### src/rtl/clock_monitor_if.sv
// ============================================================================
// Module   : clock_monitor_if
// Purpose  : Monitored signal in, edge strobes and measurements out.
// Revision : 1.0
// ============================================================================
`default_nettype none

interface clock_monitor_if #(
  parameter int CNT_W = 28
);
  logic             sig_in;
  logic             rise_pulse;
  logic             fall_pulse;
  logic [CNT_W-1:0] period;
  logic [CNT_W-1:0] high_time;
  logic             period_valid;
  logic             lost;

  modport master (
    output sig_in,
    input  rise_pulse,
    input  fall_pulse,
    input  period,
    input  high_time,
    input  period_valid,
    input  lost
  );

  modport slave (
    input  sig_in,
    output rise_pulse,
    output fall_pulse,
    output period,
    output high_time,
    output period_valid,
    output lost
  );
endinterface

`default_nettype wire

### src/rtl/clock_monitor.sv
// ============================================================================
// Module   : clock_monitor
// Purpose  : Synchronizes a slow clock, strobes its edges, measures period and
//            high time in clk_in cycles, flags loss on timeout.
//            Optional duty measurement: define CLKMON_DUTY_EN.
// Revision : 1.0
// ============================================================================
`default_nettype none

module clock_monitor #(
  parameter int CNT_W   = 28,
  parameter int TIMEOUT = 100000
) (
  input  wire logic        clk_in,
  input  wire logic        rst,
  clock_monitor_if.slave   mon
);

  localparam logic [CNT_W-1:0] TO_LAST = CNT_W'(TIMEOUT - 1);
  localparam logic [CNT_W-1:0] CNT_MAX = '1;
  localparam logic [CNT_W-1:0] CNT_ONE = CNT_W'(1);

  typedef enum logic [1:0] {
    ST_IDLE    = 2'd0,
    ST_MEASURE = 2'd1,
    ST_LOST    = 2'd2
  } state_t;

  state_t           state_q, state_d;
  logic             s1_q, s2_q, s3_q;
  logic [CNT_W-1:0] cnt_q, cnt_d;
  logic [CNT_W-1:0] period_q, period_d;
  logic             rise_pulse_q, rise_pulse_d;
  logic             period_valid_q, period_valid_d;
  logic             lost_q, lost_d;
  logic             rise_ev;
  logic             timeout_ev;

  // Two-flop synchronizer plus one history stage for edge detection.
  always_ff @(posedge clk_in) begin
    if (rst) begin
      s1_q <= 1'b0;
      s2_q <= 1'b0;
      s3_q <= 1'b0;
    end else begin
      s1_q <= mon.sig_in;
      s2_q <= s1_q;
      s3_q <= s2_q;
    end
  end

  assign rise_ev    = s2_q & ~s3_q;
  assign timeout_ev = (cnt_q == TO_LAST) & ~rise_ev;

  always_ff @(posedge clk_in) begin
    if (rst) begin
      state_q        <= ST_IDLE;
      cnt_q          <= '0;
      period_q       <= '0;
      rise_pulse_q   <= 1'b0;
      period_valid_q <= 1'b0;
      lost_q         <= 1'b0;
    end else begin
      state_q        <= state_d;
      cnt_q          <= cnt_d;
      period_q       <= period_d;
      rise_pulse_q   <= rise_pulse_d;
      period_valid_q <= period_valid_d;
      lost_q         <= lost_d;
    end
  end

  always_comb begin
    state_d        = state_q;
    period_d       = period_q;
    period_valid_d = period_valid_q;
    lost_d         = lost_q;
    rise_pulse_d   = rise_ev;

    if (rise_ev) begin
      cnt_d = '0;
    end else if (cnt_q != CNT_MAX) begin
      cnt_d = cnt_q + CNT_ONE;
    end else begin
      cnt_d = cnt_q;
    end

    // A rise in the timeout cycle takes precedence, so lost never asserts then.
    case (state_q)
      ST_IDLE: begin
        if (rise_ev) begin
          state_d = ST_MEASURE;
        end else if (timeout_ev) begin
          state_d        = ST_LOST;
          lost_d         = 1'b1;
          period_valid_d = 1'b0;
        end
      end
      ST_MEASURE: begin
        if (rise_ev) begin
          period_d       = cnt_q + CNT_ONE;
          period_valid_d = 1'b1;
        end else if (timeout_ev) begin
          state_d        = ST_LOST;
          lost_d         = 1'b1;
          period_valid_d = 1'b0;
        end
      end
      ST_LOST: begin
        if (rise_ev) begin
          state_d = ST_MEASURE;
          lost_d  = 1'b0;
        end else if (timeout_ev) begin
          lost_d         = 1'b1;
          period_valid_d = 1'b0;
        end
      end
      default: begin
        state_d = ST_IDLE;
      end
    endcase
  end

  assign mon.rise_pulse   = rise_pulse_q;
  assign mon.period       = period_q;
  assign mon.period_valid = period_valid_q;
  assign mon.lost         = lost_q;

`ifdef CLKMON_DUTY_EN
  logic             fall_ev;
  logic             fall_pulse_q, fall_pulse_d;
  logic [CNT_W-1:0] high_time_q, high_time_d;

  assign fall_ev = ~s2_q & s3_q;

  always_comb begin
    fall_pulse_d = fall_ev;
    high_time_d  = high_time_q;
    if (fall_ev && (state_q == ST_MEASURE)) begin
      high_time_d = cnt_q + CNT_ONE;
    end
  end

  always_ff @(posedge clk_in) begin
    if (rst) begin
      fall_pulse_q <= 1'b0;
      high_time_q  <= '0;
    end else begin
      fall_pulse_q <= fall_pulse_d;
      high_time_q  <= high_time_d;
    end
  end

  assign mon.fall_pulse = fall_pulse_q;
  assign mon.high_time  = high_time_q;
`else
  assign mon.fall_pulse = 1'b0;
  assign mon.high_time  = '0;
`endif

endmodule

`default_nettype wire

### src/flat_wrapper.sv
// flat-port wrapper written by rule: the top's interface ports become plain ports
module clock_monitor_flat 
#(
  parameter int CNT_W   = 28,
  parameter int TIMEOUT = 100000
)
  (clk_in, rst, mon_sig_in, mon_rise_pulse, mon_fall_pulse, mon_period, mon_high_time, mon_period_valid, mon_lost);
  clock_monitor_if #(.CNT_W(CNT_W)) mon_i ();
  input  wire logic clk_in;
  input  wire logic rst;
  input wire logic [$bits(mon_i.sig_in)-1:0] mon_sig_in;
  output wire logic [$bits(mon_i.rise_pulse)-1:0] mon_rise_pulse;
  output wire logic [$bits(mon_i.fall_pulse)-1:0] mon_fall_pulse;
  output wire logic [$bits(mon_i.period)-1:0] mon_period;
  output wire logic [$bits(mon_i.high_time)-1:0] mon_high_time;
  output wire logic [$bits(mon_i.period_valid)-1:0] mon_period_valid;
  output wire logic [$bits(mon_i.lost)-1:0] mon_lost;
  assign mon_i.sig_in = mon_sig_in;
  assign mon_rise_pulse = mon_i.rise_pulse;
  assign mon_fall_pulse = mon_i.fall_pulse;
  assign mon_period = mon_i.period;
  assign mon_high_time = mon_i.high_time;
  assign mon_period_valid = mon_i.period_valid;
  assign mon_lost = mon_i.lost;
  clock_monitor #(.CNT_W(CNT_W), .TIMEOUT(TIMEOUT)) u_core (.clk_in(clk_in), .rst(rst), .mon(mon_i));
endmodule
### config.mk
export PLATFORM = sky130hd
export DESIGN_NAME = clock_monitor_flat
export DESIGN_NICKNAME = d
export VERILOG_FILES = /design/src/rtl/clock_monitor_if.sv /design/src/rtl/clock_monitor.sv /design/src/flat_wrapper.sv
export SDC_FILE = /design/constraint.sdc
export NUM_CORES = 1
export LEC_CHECK = 0
export ABC_AREA = 1
export BUFFER_PORTS_ARGS = -buffer_cell sky130_fd_sc_hd__buf_4
export CAP_MARGIN = 15
export CORE_ASPECT_RATIO = 0.7
export CORE_MARGIN = 1
export CORE_UTILIZATION = 25
export DETAILED_ROUTE_END_ITERATION = 12
export PLACE_DENSITY_LB_ADDON = 0.08
export SYNTH_ARGS = -nofsm -noshare
export SYNTH_HDL_FRONTEND = slang
export SYNTH_SLANG_ARGS = --single-unit
export TNS_END_PERCENT = 5
### constraint.sdc
create_clock -name clk_in -period 1.7 [get_ports clk_in]
set_clock_uncertainty 0.1 [all_clocks]
set_input_delay 0.34 -clock clk_in [delete_from_list [all_inputs] [get_ports clk_in]]
set_output_delay 0.34 -clock clk_in [all_outputs]
set_load 0.005 [all_outputs]
# Yosys cells after proc, flatten, opt, wreduce, memory -nomap -nowiden
# Cells that the tools add are included.
[word_totals]
word_cells = 45
inputBits = 3
rom_bits = 0
mem_count = 0
latch_bits = 0
ff_bits = 64
out_inout_bits = 60
ramBits = 0
[op_classes]
n_mux = 13
shift = 0
eq_ne = 8
n_div = 0
magnitude_cmp = 0
reduce_logical = 10
n_mul = 0
bitwise = 4
addsub = 1
[op_table]
columns = ["operator", "n"]
rows = [
  ["28-bit by 1-bit adder with 28-bit output (second input constant)", 1],
  ["28-bit by 17-bit equality test with 1-bit output (second input constant)", 1],
  ["28-bit != test (second input constant)", 1],
  ["2-bit two-way mux", 4],
  ["2-bit AND reduction", 4],
  ["1-bit two-way mux", 6],
  ["2-bit != test (second input constant)", 3],
  ["2-bit case mux with 3 select lines", 1],
  ["2-bit OR reduction", 3],
  ["1-bit case mux with 2 select lines", 2],
  ["2-bit nonzero test", 2],
  ["1-bit AND", 2],
  ["2-bit by 1-bit equality test with 1-bit output (second input constant)", 1],
  ["2-bit equality test (second input constant)", 1],
  ["2-bit logical NOT", 1],
  ["2-bit by 1-bit != test with 1-bit output (second input constant)", 1],
  ["1-bit NOT", 2],
]

# Depth between registers and ports, before layout
[depth]
depth_word = 7
ltp_mapped = 10
depth_no_buf = 10

# Worst setup path before layout
# Ideal clock, no wire load.
[synth_path]
path_type = "reg-to-reg"
startpoint = "reg u_core.cnt_q[0]"
endpoint = "reg u_core.cnt_q[15]"
setup_ns = 0.057
path_slack_ns = 0.063
path_stages_with_launch = 11
period_less_slack_ns = 1.637
required_time_ns = 1.543
n_path_buf = 1
arrival_ns = 1.480
cell_sequence = "dfxtp_1 ha_1 inv_1 nor2_4 nand2_4 nor2_8 nand2_4 buf_6 nand3_1 nand2_1 inv_1"
[synth_via]
elab_chain_cells = 1
elab_cells_between_ends = 2
cone_classes = "add/sub (1); eq/ne (1)"
[synth_lines]
columns = ["element", "line", "rtl"]
rows = [
  ["start: declaration", "clock_monitor.sv:31", "logic [CNT_W-1:0] cnt_q, cnt_d;"],
  ["start signal: assignment", "clock_monitor.sv:65", "cnt_q <= cnt_d;"],
  ["28-bit by 1-bit adder with 28-bit output or 28-bit != test (tied branches)", "clock_monitor.sv:83, clock_monitor.sv:82", ""],
]
# Parallel ways exist; a longest one is shown, timed or not.
# A chain may end at the register's enable or synchronous reset.

# Worst setup path in the final report
[layout_path]
startpoint = "reg u_core.cnt_q[0]"
endpoint = "reg u_core.cnt_q[16]"
# The elaborated chain is that of the path after synthesis.

==> summary.txt <==
Run status
  – Status: complete, no violations

GRT
  – GRT Total Usage: 14.90%
  – Antenna violations before repair: 0
  – Grt ovf: 0
  – Largest net degree at the start of global routing: 30
  – Vias in the first global route: 2,888
  – First-pass GRT wire length: 15.59 mm

STA
  – Final min period: 1607 ps
  – Setup violators final: 0
  – Slew Limit Fails: 0
  – Hold Worst Slack: 109.5 ps
  – Unrepaired setup endpoints after global routing: true
  – Max Freq: 622.3 MHz
  – Final Hold Fails: 0
  – Fin crit share: 94.53%

Finish
  – Share of cells above drive strength 1: 20.65%
  – Area Overhead vs Synth: 29.32%
  – Ant diodes: 0
  – Layout net count: 580
  – Area occupied by registers: 1301 sq um
  – Post-layout instance area: 4332 sq um
  – Filler Cell Count: 1,390
  – Multi-input combinational cell area: 1702 sq um
  – Post-layout util: 34.05%
  – Fin cells: 743

Drt
  – Routed WL: 9.903 mm
  – Wire length on met2: 3.846 mm
  – Initial DRT Pass Iterations: 5
  – DRC: 0
  – Wl on met1: 5.530 mm
  – Vias: 3,103
  – WL/cell: 13.33 microns
  – Max Used Layer: met4
  – Post-route ant nets: 0
  – Vias/cell: 4.176
  – Routed met3 length: 440 microns
  – DR iter-0 viols: 209

Die
  – IO Pins: 63
  – Die Y: 98.84 microns
  – Width of the die: 140.3 microns
  – Initial Util: 26.33%
  – Die footprint: 13,870 sq um
  – FP Rows: 34
  – Core area: 12,720 sq um

Clock network
  – Hold-fix buffers at CTS: 0
  – Num CTS Buffers: 9
  – CTS Buffer Depth: 2
  – Worst skew pair latency: 340 ps
  – CTS tree: yes
  – Number of H-tree levels: 3
  – Clock root buffer: clkbuf_16
  – Clk slew on worst S/H paths: 60 ps
  – Clock sinks: 64

Yosys
  – Seq/Total Area, Yosys: 38.25%
  – Mapped Cells: 514
  – Asr flop ratio synth: 0%
  – Mapped Area: 3349 sq um
  – #FFs+latches synth: 64
  – Post-synth cell types: 26
  – Synth Flop Type: dfxtp_1
  – Synth warnings: 0
  – Number of enable flip-flop cells after synthesis: 0
  – Syn Area/Cell: 6.516 sq um

Power
  – P_leak: 2.048 nW
  – Pwr Total: 3.885 mW
  – Pwr Density: 896.8 nW/um^2
  – Maximum vdd ir drop: 433.7 uV

Placed design
  – Placed inst area: 3856 sq um
  – Port bufs: 33
  – Post-Place Cells: 726
  – Final HPWL DP: 7.504 mm
  – Gpl congestion: 0.8440

Critical path
  – Critical path launch point: u_core.cnt_q[0]$_SDFFE_PP0P_
  – Critical R2R Launch: u_core.cnt_q[0]$_SDFFE_PP0P_
  – Startpoint types: flip-flop
  – Crit path required time: 1880 ps
  – Crit Path Max Fanout: 7
  – Crit path kind: flip-flop to flip-flop
  – Arrival time worst endpoint: 1790 ps
  – Crit end category: flip-flop

Hold path
  – Worst Min Path Start: mon_sig_in
  – Worst min path class: primary input to flip-flop

Job
  – Max-cap viol count: 0
==> cells in the mapped netlist (3+ instances only) <==
master   instances  area (sq um)
a21oi_1         21         105.1
nand2_1        122         457.9
nor2_4           3         33.78
nor2_1         107         401.6
inv_1           69         259.0
xor2_1           6         52.55
dfxtp_1         64          1281
xnor2_1          5         43.79
buf_4           29         217.7
nand3_1         45         225.2
o21ai_0         14         70.07
buf_2            7         35.03
nand4_1          4         25.02
==> logic make-up after synthesis <==
group	after synthesis	share of synthesized area [%]
XOR/XNOR	11	2.876
other	1	0.1120
AO/OA/AOI/OAI	37	5.641
AND/OR/NAND/NOR	289	36.35
buffers and inverters	111	16.40
adder cells (fa/ha/maj)	1	0.3735
flip-flops	64	38.25
==> final cells by class <==
cell class              count  share of cell area [%]
multi-input cells         367                   39.28
flip-flops and latches     64                   30.04
repair buffers             64                   11.76
inverters                  70                   6.066
clock buffers              10                   5.517
well taps                 162                   4.679
clock inverters             6                   2.657
==> layout by cell type, fill, tap and decap left out <==
| master | n |
|---|---|
| clkinv_4 | 1 |
| and2_1 | 1 |
| o21ai_1 | 1 |
| nor2_4 | 4 |
| clkinv_1 | 1 |
| nor2_1 | 97 |
| buf_6 | 1 |
| inv_1 | 69 |
| nor2_8 | 1 |
| nand2_1 | 119 |
| bufinv_16 | 3 |
| nand4_1 | 4 |
| dfxtp_4 | 2 |
| nand3_1 | 42 |
| clkinvlp_4 | 1 |
| buf_12 | 2 |
| dfxtp_2 | 10 |
| clkbuf_16 | 9 |
| inv_6 | 1 |
| nand3_2 | 3 |
| conb_1 | 29 |
| nand2_2 | 5 |
| ha_4 | 1 |
| o21ai_0 | 12 |
| clkbuf_8 | 1 |
| a31oi_1 | 1 |
| dfxtp_1 | 52 |
| buf_4 | 61 |
| o21ai_2 | 1 |
| xnor2_1 | 5 |
| a21oi_1 | 21 |
| nand2_8 | 1 |
| o21bai_1 | 1 |
| nand2_4 | 1 |
| xor2_1 | 6 |
| nor2_2 | 11 |
==> routing by layer <==
metal,vias up,GRT usage (%)
li1,1633,-
met1,1405,22.45
met2,56,20.46
met3,9,3.741
met4,0,4.142
met5,-,0
==> registers in the layout, summed over array words and instances (netlist names) <==
register / count
u_core.cnt_q: 28
u_core.mon.period: 28
u_core.state_q: 2
u_core.mon.lost: 1
u_core.mon.period_valid: 1
u_core.mon.rise_pulse: 1
u_core.s1_q: 1
u_core.s2_q: 1
u_core.s3_q: 1
==> critical path: stages (launching register included) <==
cell,delay (ps)
dfxtp_4,360
ha_4,140
inv_1,70
nor2_4,190
nand2_4,140
nor2_8,140
buf_6,160
nand2_2,70
nand3_2,70
nand2_1,50
inv_1,60
==> final timing paths <==
kind / slack, ps / endpoint / cells after the start
setup / recovery: 90 / u_core.cnt_q[16]$_SDFFE_PP0P_ / 10
hold / removal: 110 / u_core.s1_q$_SDFF_PP0_ / 3
setup reg to reg: 90 / u_core.cnt_q[16]$_SDFFE_PP0P_ / 10
hold reg to reg: 300 / u_core.s2_q$_SDFF_PP0_ / 2
==> stage by stage <==
step / setup WS (ps) / setup TNS, ps
after CTS: 30.15 / 0
after floorplan: 63.38 / 0
after global routing: -13.55 / -30.48
after global placement: -30.51 / -317.5
final: 92.96 / 0
after detailed placement: -34.48 / -344.6
==> repair_timing <==
| item | CTS | global route |
|---|---|---|
| cloned | 0 | 0 |
| setup buffers | 0 | 1 |
| resized for setup | 2 | 36 |
| setup endpoints to repair | 16 | 46 |
| pin swaps | 1 | 4 |
==> power breakdown <==
group	leakage (nW)	switching [mW]	internal (mW)
Clock	0.169	0.731	1.48
Combinational	1.36	0.0882	0.0520
Sequential	0.523	0.0141	1.52
Power figures use the tool's default switching activity.
